File: config.mk
export PLATFORM = sky130hd
export DESIGN_NAME = if_fetch_unit_flat
export DESIGN_NICKNAME = d
export VERILOG_FILES = /design/src/rtl/if_fetch_unit_pkg.sv /design/src/rtl/if_fetch_unit_if.sv /design/src/rtl/if_fetch_unit_inst_buffer.sv /design/src/rtl/if_fetch_unit.sv /design/src/flat_wrapper.sv
export SDC_FILE = /design/constraint.sdc
export NUM_CORES = 1
export LEC_CHECK = 0
export BUFFER_PORTS_ARGS = -buffer_cell sky130_fd_sc_hd__buf_4
export CAP_MARGIN = 20
export CORE_ASPECT_RATIO = 0.7
export CORE_MARGIN = 1
export CORE_UTILIZATION = 31
export CTS_CLUSTER_SIZE = 8
export DETAILED_ROUTE_END_ITERATION = 7
export PLACE_DENSITY = 0.55
export SETUP_SLACK_MARGIN = 0.1
export SLEW_MARGIN = 20
export SYNTH_ARGS = -nofsm -noshare
export SYNTH_HDL_FRONTEND = slang
export SYNTH_HIERARCHICAL = 1
export SYNTH_SLANG_ARGS = --single-unit
File: constraint.sdc
create_clock -name clk -period 22.7 [get_ports clk]
set_clock_uncertainty 0.15 [all_clocks]
set_input_delay 2.27 -clock clk [delete_from_list [all_inputs] [get_ports clk]]
set_output_delay 2.27 -clock clk [all_outputs]
set_load 0.03 [all_outputs]
File: src/rtl/if_fetch_unit_pkg.sv
// Shared types for the instruction-fetch stage: exception bundle, queue entry,
// fetch FSM encoding and the default boot address.
package if_fetch_unit_pkg;

    localparam logic [31:0] RESET_PC_DEFAULT = 32'hBFC0_0000;

    typedef struct packed {
        logic Interrupt;
        logic WrongAddressinIF;
        logic ReservedInstruction;
        logic Syscall;
        logic Break;
        logic Eret;
        logic WrWrongAddressinMEM;
        logic RdWrongAddressinMEM;
        logic Overflow;
        logic Trap;
    } ExceptinPipeType;

    typedef struct packed {
        logic [31:0]     pc;
        logic [31:0]     instr;
        ExceptinPipeType except;
    } IfEntry_t;

    typedef enum logic [1:0] {
        FETCH_IDLE = 2'd0,
        FETCH_REQ  = 2'd1,
        FETCH_WAIT = 2'd2
    } FetchState_t;

    function automatic logic pc_aligned(input logic [31:0] pc);
        return pc[1:0] == 2'b00;
    endfunction

endpackage

File: src/rtl/if_fetch_unit_if.sv
// Bundle of the I-cache request/response bus and the IF side of the IF/ID
// hand-off; master is the fetch unit, slave is the cache/decode environment.
interface if_fetch_unit_if;
    import if_fetch_unit_pkg::*;

    logic            IC_Req;
    logic [31:0]     IC_Addr;
    logic            IC_Ack;
    logic            IC_RValid;
    logic [31:0]     IC_RData;
    logic            ID_Wr;
    logic            IF_Valid;
    logic [31:0]     IF_Instr;
    logic [31:0]     IF_PC;
    ExceptinPipeType IF_ExceptType;

    modport master (
        output IC_Req, IC_Addr, IF_Valid, IF_Instr, IF_PC, IF_ExceptType,
        input  IC_Ack, IC_RValid, IC_RData, ID_Wr
    );

    modport slave (
        input  IC_Req, IC_Addr, IF_Valid, IF_Instr, IF_PC, IF_ExceptType,
        output IC_Ack, IC_RValid, IC_RData, ID_Wr
    );

endinterface

File: src/rtl/if_fetch_unit_inst_buffer.sv
// Two-entry fetch queue (module if_inst_buffer); slot 0 is always the head,
// and the head output reads as all-zero while the queue is empty.
module if_inst_buffer
    import if_fetch_unit_pkg::*;
(
    input  logic     clk,
    input  logic     resetn,
    input  logic     push_i,
    input  IfEntry_t push_data_i,
    input  logic     pop_i,
    input  logic     clear_i,
    output logic [1:0] count_o,
    output logic     head_valid_o,
    output IfEntry_t head_o
);

    IfEntry_t   slot_q [2];
    IfEntry_t   slot_d [2];
    logic [1:0] count_q, count_d;

    always_comb begin
        count_d   = count_q;
        slot_d[0] = slot_q[0];
        slot_d[1] = slot_q[1];
        if (clear_i) begin
            count_d = 2'd0;
        end else begin
            if (pop_i && count_q != 2'd0) begin
                slot_d[0] = slot_q[1];
                count_d   = count_q - 2'd1;
            end
            // Pop is applied first, so push+pop on a full queue still fits.
            if (push_i && count_d != 2'd2) begin
                if (count_d == 2'd0) begin
                    slot_d[0] = push_data_i;
                end else begin
                    slot_d[1] = push_data_i;
                end
                count_d = count_d + 2'd1;
            end
        end
    end

    always_ff @(posedge clk or negedge resetn) begin
        if (!resetn) begin
            count_q <= 2'd0;
        end else begin
            count_q <= count_d;
        end
    end

    always_ff @(posedge clk) begin
        slot_q[0] <= slot_d[0];
        slot_q[1] <= slot_d[1];
    end

    assign count_o      = count_q;
    assign head_valid_o = (count_q != 2'd0);
    assign head_o       = (count_q != 2'd0) ? slot_q[0] : '0;

endmodule

File: src/rtl/if_fetch_unit.sv
// Instruction-fetch stage: PC register, single-outstanding I-cache requests,
// redirect/discard handling. Optional stall counter under IF_FETCH_PERF_EN.
module if_fetch_unit
    import if_fetch_unit_pkg::*;
#(
    parameter logic [31:0] RESET_PC = RESET_PC_DEFAULT
)(
    input  logic        clk,
    input  logic        resetn,
    input  logic        IF_Redirect,
    input  logic [31:0] IF_RedirectPC,
    if_fetch_unit_if.master bus
`ifdef IF_FETCH_PERF_EN
    ,
    output logic [31:0] IF_StallCycles
`endif
);

    FetchState_t state_q, state_d;
    logic [31:0] pc_q, pc_d;
    logic        discard_q, discard_d;
    logic        errhold_q, errhold_d;

    logic        push;
    IfEntry_t    push_entry;
    logic        pop;
    logic [1:0]  count;
    logic        head_valid;
    IfEntry_t    head;

    if_inst_buffer u_buf (
        .clk          (clk),
        .resetn       (resetn),
        .push_i       (push),
        .push_data_i  (push_entry),
        .pop_i        (pop),
        .clear_i      (IF_Redirect),
        .count_o      (count),
        .head_valid_o (head_valid),
        .head_o       (head)
    );

    always_ff @(posedge clk or negedge resetn) begin
        if (!resetn) begin
            state_q   <= FETCH_IDLE;
            pc_q      <= RESET_PC;
            discard_q <= 1'b0;
            errhold_q <= 1'b0;
        end else begin
            state_q   <= state_d;
            pc_q      <= pc_d;
            discard_q <= discard_d;
            errhold_q <= errhold_d;
        end
    end

    always_comb begin
        state_d    = state_q;
        pc_d       = pc_q;
        discard_d  = discard_q;
        errhold_d  = errhold_q;
        push       = 1'b0;
        push_entry = '0;

        if (discard_q && bus.IC_RValid) begin
            discard_d = 1'b0;
        end

        unique case (state_q)
            FETCH_IDLE: begin
                // In IDLE nothing is outstanding, so room means count < 2.
                if (count != 2'd2) begin
                    if (!pc_aligned(pc_q)) begin
                        if (!errhold_q) begin
                            push                              = 1'b1;
                            push_entry.pc                     = pc_q;
                            push_entry.except.WrongAddressinIF = 1'b1;
                            errhold_d                         = 1'b1;
                        end
                    end else if (!discard_q) begin
                        state_d = FETCH_REQ;
                    end
                end
            end
            FETCH_REQ: begin
                if (bus.IC_Ack) begin
                    state_d = FETCH_WAIT;
                end
            end
            FETCH_WAIT: begin
                if (bus.IC_RValid) begin
                    push             = 1'b1;
                    push_entry.pc    = pc_q;
                    push_entry.instr = bus.IC_RData;
                    pc_d             = pc_q + 32'd4;
                    state_d          = FETCH_IDLE;
                end
            end
            default: state_d = FETCH_IDLE;
        endcase

        // A request the cache has taken but not answered must be swallowed later.
        if (IF_Redirect) begin
            push      = 1'b0;
            pc_d      = IF_RedirectPC;
            errhold_d = 1'b0;
            state_d   = FETCH_IDLE;
            discard_d = ((state_q == FETCH_REQ)  && bus.IC_Ack)     ||
                        ((state_q == FETCH_WAIT) && !bus.IC_RValid) ||
                        (discard_q && !bus.IC_RValid);
        end
    end

    always_comb begin
        bus.IC_Req = (state_q == FETCH_REQ);
    end

    assign pop               = head_valid && bus.ID_Wr && !IF_Redirect;
    assign bus.IC_Addr       = pc_q;
    assign bus.IF_Valid      = head_valid;
    assign bus.IF_PC         = head.pc;
    assign bus.IF_Instr      = head.instr;
    assign bus.IF_ExceptType = head.except;

`ifdef IF_FETCH_PERF_EN
    logic [31:0] stall_q;

    always_ff @(posedge clk or negedge resetn) begin
        if (!resetn) begin
            stall_q <= '0;
        end else if (!head_valid && stall_q != 32'hFFFF_FFFF) begin
            stall_q <= stall_q + 32'd1;
        end
    end

    assign IF_StallCycles = stall_q;
`endif

endmodule
File: src/flat_wrapper.sv
// flat-port wrapper written by rule: the top's interface ports become plain ports
module if_fetch_unit_flat import if_fetch_unit_pkg::*;
#(
    parameter logic [31:0] RESET_PC = RESET_PC_DEFAULT
)
  (clk, resetn, IF_Redirect, IF_RedirectPC, bus_IC_Req, bus_IC_Addr, bus_IF_Valid, bus_IF_Instr, bus_IF_PC, bus_IF_ExceptType, bus_IC_Ack, bus_IC_RValid, bus_IC_RData, bus_ID_Wr);
  if_fetch_unit_if bus_i ();
  input  logic clk;
  input  logic resetn;
  input  logic IF_Redirect;
  input  logic [31:0] IF_RedirectPC;
  output wire logic [$bits(bus_i.IC_Req)-1:0] bus_IC_Req;
  output wire logic [$bits(bus_i.IC_Addr)-1:0] bus_IC_Addr;
  output wire logic [$bits(bus_i.IF_Valid)-1:0] bus_IF_Valid;
  output wire logic [$bits(bus_i.IF_Instr)-1:0] bus_IF_Instr;
  output wire logic [$bits(bus_i.IF_PC)-1:0] bus_IF_PC;
  output wire logic [$bits(bus_i.IF_ExceptType)-1:0] bus_IF_ExceptType;
  input wire logic [$bits(bus_i.IC_Ack)-1:0] bus_IC_Ack;
  input wire logic [$bits(bus_i.IC_RValid)-1:0] bus_IC_RValid;
  input wire logic [$bits(bus_i.IC_RData)-1:0] bus_IC_RData;
  input wire logic [$bits(bus_i.ID_Wr)-1:0] bus_ID_Wr;
  assign bus_IC_Req = bus_i.IC_Req;
  assign bus_IC_Addr = bus_i.IC_Addr;
  assign bus_IF_Valid = bus_i.IF_Valid;
  assign bus_IF_Instr = bus_i.IF_Instr;
  assign bus_IF_PC = bus_i.IF_PC;
  assign bus_IF_ExceptType = bus_i.IF_ExceptType;
  assign bus_i.IC_Ack = bus_IC_Ack;
  assign bus_i.IC_RValid = bus_IC_RValid;
  assign bus_i.IC_RData = bus_IC_RData;
  assign bus_i.ID_Wr = bus_ID_Wr;
  if_fetch_unit #(.RESET_PC(RESET_PC)) u_core (.clk(clk), .resetn(resetn), .IF_Redirect(IF_Redirect), .IF_RedirectPC(IF_RedirectPC), .bus(bus_i));
endmodule
After elaboration in Yosys (flattened, before gate mapping):

Memories as Yosys holds them, arrays and structs flattened.
Cells that the tools add are included.
W data, S select, Z words.

* bits in registers: 38
* bits in latches: 0
* RAM bits: 148
* ROM bits: 0
* logic and storage cells: 82
* memories: 1

Memories
* u_core.u_buf.slot_q: words 2, bits a word 74, rd ports 2, clocked after memory_dff 0, write ports 2, line if_fetch_unit_inst_buffer.sv:17 `IfEntry_t slot_q [2];`

* $add $sub $neg: 3
* multiply operators: 0
* div/mod/pow operators: 0
* $lt $le $gt $ge: 0
* equal/unequal tests: 10
* shift-type cells: 0
* mux-type cells: 39
* bitwise operators: 0
* reductions and logical operators: 24

Operators by type and width (count)
* $mux W148: 2
* $mux W74: 4
* $mux W32: 7
* $mux W64: 1
* $pmux W32 S2: 1
* $add A32 B3 Y32 const B: 1
* $mux W2: 10
* $mux W1: 12
* $reduce_bool A2 Y1: 6
* $ne A3 B2 Y1 const B: 3
* $logic_and A1 B1 Y1: 8
* $logic_not A2 Y1: 3
* $ne A2 B2 Y1 const B: 3
* $ne A3 B3 Y1 const B: 2
* $pmux W2 S3: 1
* $reduce_and A5 Y1: 1
* $reduce_and A3 Y1: 1
* $add A2 B1 Y2 const B: 1
* $eq A2 B1 Y1 const B: 1
* $eq A2 B2 Y1 const B: 1
* $logic_not A1 Y1: 2
* $logic_or A1 B1 Y1: 2
* $pmux W1 S2: 1
* $reduce_and A2 Y1: 1
* $sub A2 B1 Y2 const B: 1

Logic depth before layout (Yosys ltp):

Gate-level depths: netlist of run 1.

* word-level depth: 10
* gate-level depth with buffers: 17
* gate-level depth less buffers: 11

By module:

The synthesis of run 1 kept the hierarchy.

By module, submodules not included
* if_inst_buffer: times used 1, cells an instance 501, area an instance 6668.9 µm², seq. area each 4494.3 µm²
* if_fetch_unit: times used 1, cells an instance 317, area an instance 2587.5 µm², seq. area each 912.1 µm²

Least setup slack after synthesis of run 1:

OpenSTA, ideal clock, no wires.

* path kind: input to register
* from: input port IF_Redirect
* to: memory u_core/u_buf/slot_q[0][100] in the netlist's numbering (enable)
* setup time: 0.597 ns
* arrival: 8.622 ns
* slack: 13.331 ns
* stages: 10
* path through: clkinv_1 -> clkbuf_1 -> and3_1 -> nand2b_1 -> buf_2 -> buf_4 -> buf_2 -> a22oi_1 -> nand2_1 -> nor3_1

RTL lines
* start: declaration: line flat_wrapper.sv:10 `input logic IF_Redirect;`
* end: declaration: line if_fetch_unit_inst_buffer.sv:17

==> results of run 1 <==
[cells by family after synthesis]
logic type | count (synthesis) | synth area share [%]
AOI/OAI and AO/OA | 135 | 8.27
xor gates and xnor gates | 11 | 1.04
adders and majority gates | 3 | 0.406
buffers and inverters | 63 | 3.27
DFF | 186 | 58.4
muxes | 77 | 8.35
other | 1 | 0.0405
and+or+nand+nor | 342 | 20.2
[metal layers]
layer  wire length (um)  vias up  track usage [%]
met5                  0        -                0
met4                244        0             3.46
met3               1080       18             3.66
met2              10300      163             23.0
met1              12200     3158             23.3
li1                   -     3257                -
[flip-flops by register name (all words and copies together), names as in the netlist]
| name | count |
|---|---|
| u_core/u_buf/slot_q | 148 |
| u_core/errhold_q | 1 |
| u_core/discard_q | 1 |
| u_core/state_q | 2 |
| u_core/u_buf/count_o | 2 |
| u_core/bus.IC_Addr | 32 |
[cell type report]
type / count / area [um^2] / area share, %
well taps: 378 / 473 / 4.09
flip-flops and latches: 186 / 5410 / 46.8
clock inverters: 9 / 83.8 / 0.725
inverters: 11 / 42.5 / 0.368
clock buffers: 23 / 520 / 4.50
repair buffers: 185 / 1390 / 12.0
multi-input cells: 586 / 3650 / 31.5
[metrics by stage]
stage / power (mW) / area (um^2) / util, %
2_1_floorplan: 0.568 / 9320 / -
4_1_cts: 0.954 / 11600 / 39.7
6_report: 0.942 / 11600 / 39.7
3_5_place_dp: 0.648 / 11000 / 37.6
3_3_place_gp: 0.645 / 11000 / 37.6
5_1_grt: 0.988 / 11600 / 39.7
[cell usage in the layout, fill, tap and decap left out, types with 6 or more instances in the layout]
cell,instances
buf_4,185
conb_1,18
dfrtp_1,29
xnor2_1,6
nor2b_1,78
or4_1,13
nand2_1,100
nand3_1,11
and2_1,67
mux2i_1,75
or3_1,10
dfstp_2,9
nor2_1,23
inv_1,9
a31oi_1,17
nand4_1,11
o21ai_0,91
edfxtp_1,148
clkbuf_16,19
o31ai_1,11
[critical path, stage by stage]
cell      delay (ns)
buf_4           0.35
clkinv_1        0.84
and3_1          0.48
nand2b_4        0.57
xnor2_1         0.26
ha_1            0.24
nand2_1         0.09
a221oi_4        0.21
buf_4           0.81
o21ai_0         0.24
[where the power goes]
part	switching [mW]	internal (mW)	total [mW]	leakage, nW
clock	0.130	0.173	0.303	0.301
combinational	0.127	0.0761	0.203	2.59
sequential	0.0251	0.411	0.436	1.81
[path summary, 6_finish.rpt]
kind,startpoint,to,slack [ns]
worst min-delay path,u_core/errhold_q,u_core/errhold_q,0.38
min in group asynchronous,resetn,u_core/bus.IC_Addr[30],1.66
max in group asynchronous,resetn,u_core/bus.IC_Addr[11],20.35
worst max register to register,u_core/u_buf/count_o[0],u_core/u_buf/slot_q[0][44],17.90
worst max-delay path,IF_Redirect,u_core/u_buf/slot_q[0][44],16.22
worst min register to register,u_core/errhold_q,u_core/errhold_q,0.38
==> metrics.yaml, run 1 <==
hp-class: "reg -> reg"
remaining_drc_errors: 0
cts_setup_buffers: 0
finalHoldViolCount: 0
timing.hold.ws_ns: 0.377
critical_path_arrival_ns: 6.46
synthTopCellsByCount: "edfxtp_1, nand2_1, o21ai_0"
num_antenna_cells: 0
grt_max_degree: 115
numCtsBuffers: 17
yosys_warnings: 6
drt_iter0_markers: 369
rsz0062_at_grt: "no"
setup-violations-final: 0
final_cells: 1378
crit_fanout: 114
grt_overflow: 0
power_density_nw_per_um2: 81.4
tightest_slew_ns: 1.02
gp_congestion: 0.762
hpwl_mm: 15.4
timing.slew.headroom_pct: 32.0
die_w_um: 209
areaGrowthSynthToFinish_pct: 24.9
cts_buffer_depth: 2
synth_area_um2: 9260
fin_crit_sh_pct: 28.6
synth_edf_count: 148
portBuffers: 177
antenna_found_initial: 0
status: "complete, no violations"
timing.final.crit_period_ns: 6.48
vias: 6596
dp_slack_ns: 15.70
start_util_pct: 31.8
drt.antenna.violating_nets: 0
ys_ff_latch: 186
synth_top_cell_area_share_pct: 48.0
end_kind: "flop"
setup_ws_ns: 16.22
wirelength_mm: 23.8
cp.required_ns: 22.68
yosysUniqueCellTypes: 50
dpl.cell_count: 1346
clk_pin_slew_ns: 0.07
globalRouteTotalUtil_pct: 15.7
holdBufCountCts: 0
ys_seq_area_share_pct: 58.4
die_y_um: 147
htree_num_levels: 4
synth_top_cell_by_area: "edfxtp_1"
routed_via_density: 4.79
ir_drop_v: 0.0000436
cts_sinks: 186
core_um2: 29100
max_freq_ghz: 0.154
cts_root_buf: "clkbuf_16"
dr.pass1.iters: 5
cts_resized: 0
clk_latency_ns: 0.43
yosysMostFrequentCell: "edfxtp_1"
grt_pass1_wl_mm: 37.0
critical_path_class: "in -> reg"
slew_violations: 0
min_path_cells: 2
tns_ns: 0
synth_area_leaders: "edfxtp_1, mux2i_1, dfrtp_1"
synthCells: 818
ioPinCount: 178
rows: 52
r2r.worst_path.cells: 11
drive_above_1_share_pct: 23.6
synthArstFlopShare_pct: 20.4
synthFlopType: "edfxtp_1"
wl_per_cell_um: 17.3
synth.avg_cell_area_um2: 11.3
power_leakage_nw: 4.70
nets: 1060
drv_cap: 0
first_global_vias: 6497
fillers: 2889
die_area_um2: 30600
critPathLaunchType: "input pin"
cts_tree: "yes"
Note: power is estimated with default switching activity, not from simulation.
==> run 2, diff against run 1 <==
clock period = 6.33 ns   (was 22.7 ns; I/O delays follow)
==> run 2 against run 1 <==
  * Worst hold slack worse by 0.35 ns
  * Count of clock-buffer cells in the layout fell by 3
  * Sequential power rose to 3.6 times the previous value
  * Final cell count unchanged
  * Die area did not move
  * Critical endpoint is now u_core/u_buf/slot_q[0][69]
  * Largest cell class unchanged
  * Largest power group unchanged
  * Highest routed layer unchanged
==> metrics.yaml, run 2 (synthesis results as in run 1) <==
die_area_um2: 30600
fillers: 2876
critical_path_class: "reg -> reg"
largest_reg_flops: 148
grt_overflow: 0
dpl.cell_count: 1346
numCtsBuffers: 17
hpwl_mm: 15.6
wl_per_cell_um: 17.7
drv_cap: 0
cts_resized: 0
tightest_slew_ns: 0.853
grt_max_degree: 137
remaining_drc_errors: 0
clk_pin_slew_ns: 0.07
ioPinCount: 178
ir_drop_v: 0.000186
first_global_vias: 6501
drt_iter0_markers: 434
cts_root_buf: "clkbuf_16"
final_cells: 1378
tns_ns: 0
areaGrowthSynthToFinish_pct: 24.9
cts_setup_buffers: 0
setup-violations-final: 0
slew_violations: 0
critical_path_arrival_ns: 4.37
max_freq_ghz: 0.229
hp-class: "in -> async"
finalHoldViolCount: 0
htree_num_levels: 4
nets: 1060
layout_commonest_cell: "buf_4"
critPathLaunchType: "flop"
holdBufCountCts: 0
clk_latency_ns: 0.44
die_w_um: 209
drive_above_1_share_pct: 23.5
status: "complete, no violations"
portBuffers: 177
cts_tree: "yes"
fin_crit_sh_pct: 69.0
antenna_found_initial: 0
dr.pass1.iters: 5
utilization_pct: 39.7
end_kind: "flop"
wirelength_mm: 24.3
timing.final.crit_period_ns: 4.37
vias: 6668
final_cell_mix: "buf_4, edfxtp_1, nand2_1, o21ai_0, nor2b_1"
rows: 52
cts_sinks: 186
power_leakage_nw: 4.69
rsz0062_at_grt: "no"
grt_pass1_wl_mm: 38.1
routed_via_density: 4.84
core_um2: 29100
power_density_nw_per_um2: 290
regMostFlops: "u_core/u_buf/slot_q"
die_y_um: 147
cts_buffer_depth: 2
num_antenna_cells: 0
crit_fanout: 136
setup_ws_ns: 1.96
dp_slack_ns: 1.63
cp.required_ns: 6.33
gp_congestion: 0.789
timing.slew.headroom_pct: 43.1
globalRouteTotalUtil_pct: 16.3
drt.antenna.violating_nets: 0
start_util_pct: 31.8
run 2: final timing paths:
kind / startpoint / endpoint / slack [ns] / cells after the start
max in group asynchronous: resetn / u_core/errhold_q / 5.60 / 1
worst max register to register: u_core/u_buf/count_o[0] / u_core/u_buf/slot_q[0][69] / 1.96 / 11
min in group clk: IF_RedirectPC[12] / u_core/bus.IC_Addr[12] / 0.26 / 3
worst min register to register: u_core/bus.IC_Addr[31] / u_core/bus.IC_Addr[31] / 0.37 / 2
worst min-delay path: resetn / u_core/bus.IC_Addr[21] / 0.03 / 1
worst max-delay path: u_core/u_buf/count_o[0] / u_core/u_buf/slot_q[0][69] / 1.96 / 11
run 2: layout make-up:
class	instances	area [um^2]	share of cell area, %
Clock buffer	20	447	3.86
Multi-Input combinational cell	586	3650	31.6
Inverter	11	42.5	0.368
Clock inverter	12	124	1.07
Tap cell	378	473	4.09
Timing Repair Buffer	185	1410	12.2
Sequential cell	186	5410	46.8
run 2: worst max-delay path, stage by stage (launching register included):
cell	delay, ns
dfrtp_1	0.45
inv_1	0.16
ha_4	0.39
inv_1	0.13
and3_1	0.24
nand2b_4	0.63
xnor2_1	0.26
ha_1	0.28
nand2_1	0.11
a221oi_4	0.50
buf_12	0.45
o21ai_0	0.20
run 2: metal layers:
layer | up-vias | wire (um) | share of wire [%] | track usage (%)
met3 | 16 | 1400 | 5.8 | 3.91
met1 | 3211 | 12000 | 49 | 23.7
met5 | - | 0 | 0 | 0
met2 | 179 | 10700 | 44 | 24.7
li1 | 3262 | - | - | -
met4 | 0 | 197 | 0.81 | 3.13
run 2: power by group:
| part | switching [mW] | leakage, nW | internal [mW] |
|---|---|---|---|
| Combinational | 0.462 | 2.60 | 0.277 |
| Clock | 0.469 | 0.274 | 0.590 |
| Sequential | 0.0867 | 1.81 | 1.47 |
| Total | 1.02 | 4.69 | 2.34 |
run 2: through the flow:
stage          area (um^2)  power, mW  hold slack, ns
2_1_floorplan         9330       2.03           0.187
3_3_place_gp         11000       2.32           0.356
3_5_place_dp         11000       2.33           0.363
4_1_cts              11600       3.40          0.0334
5_1_grt              11600       3.52          0.0516
6_report             11600       3.36          0.0250
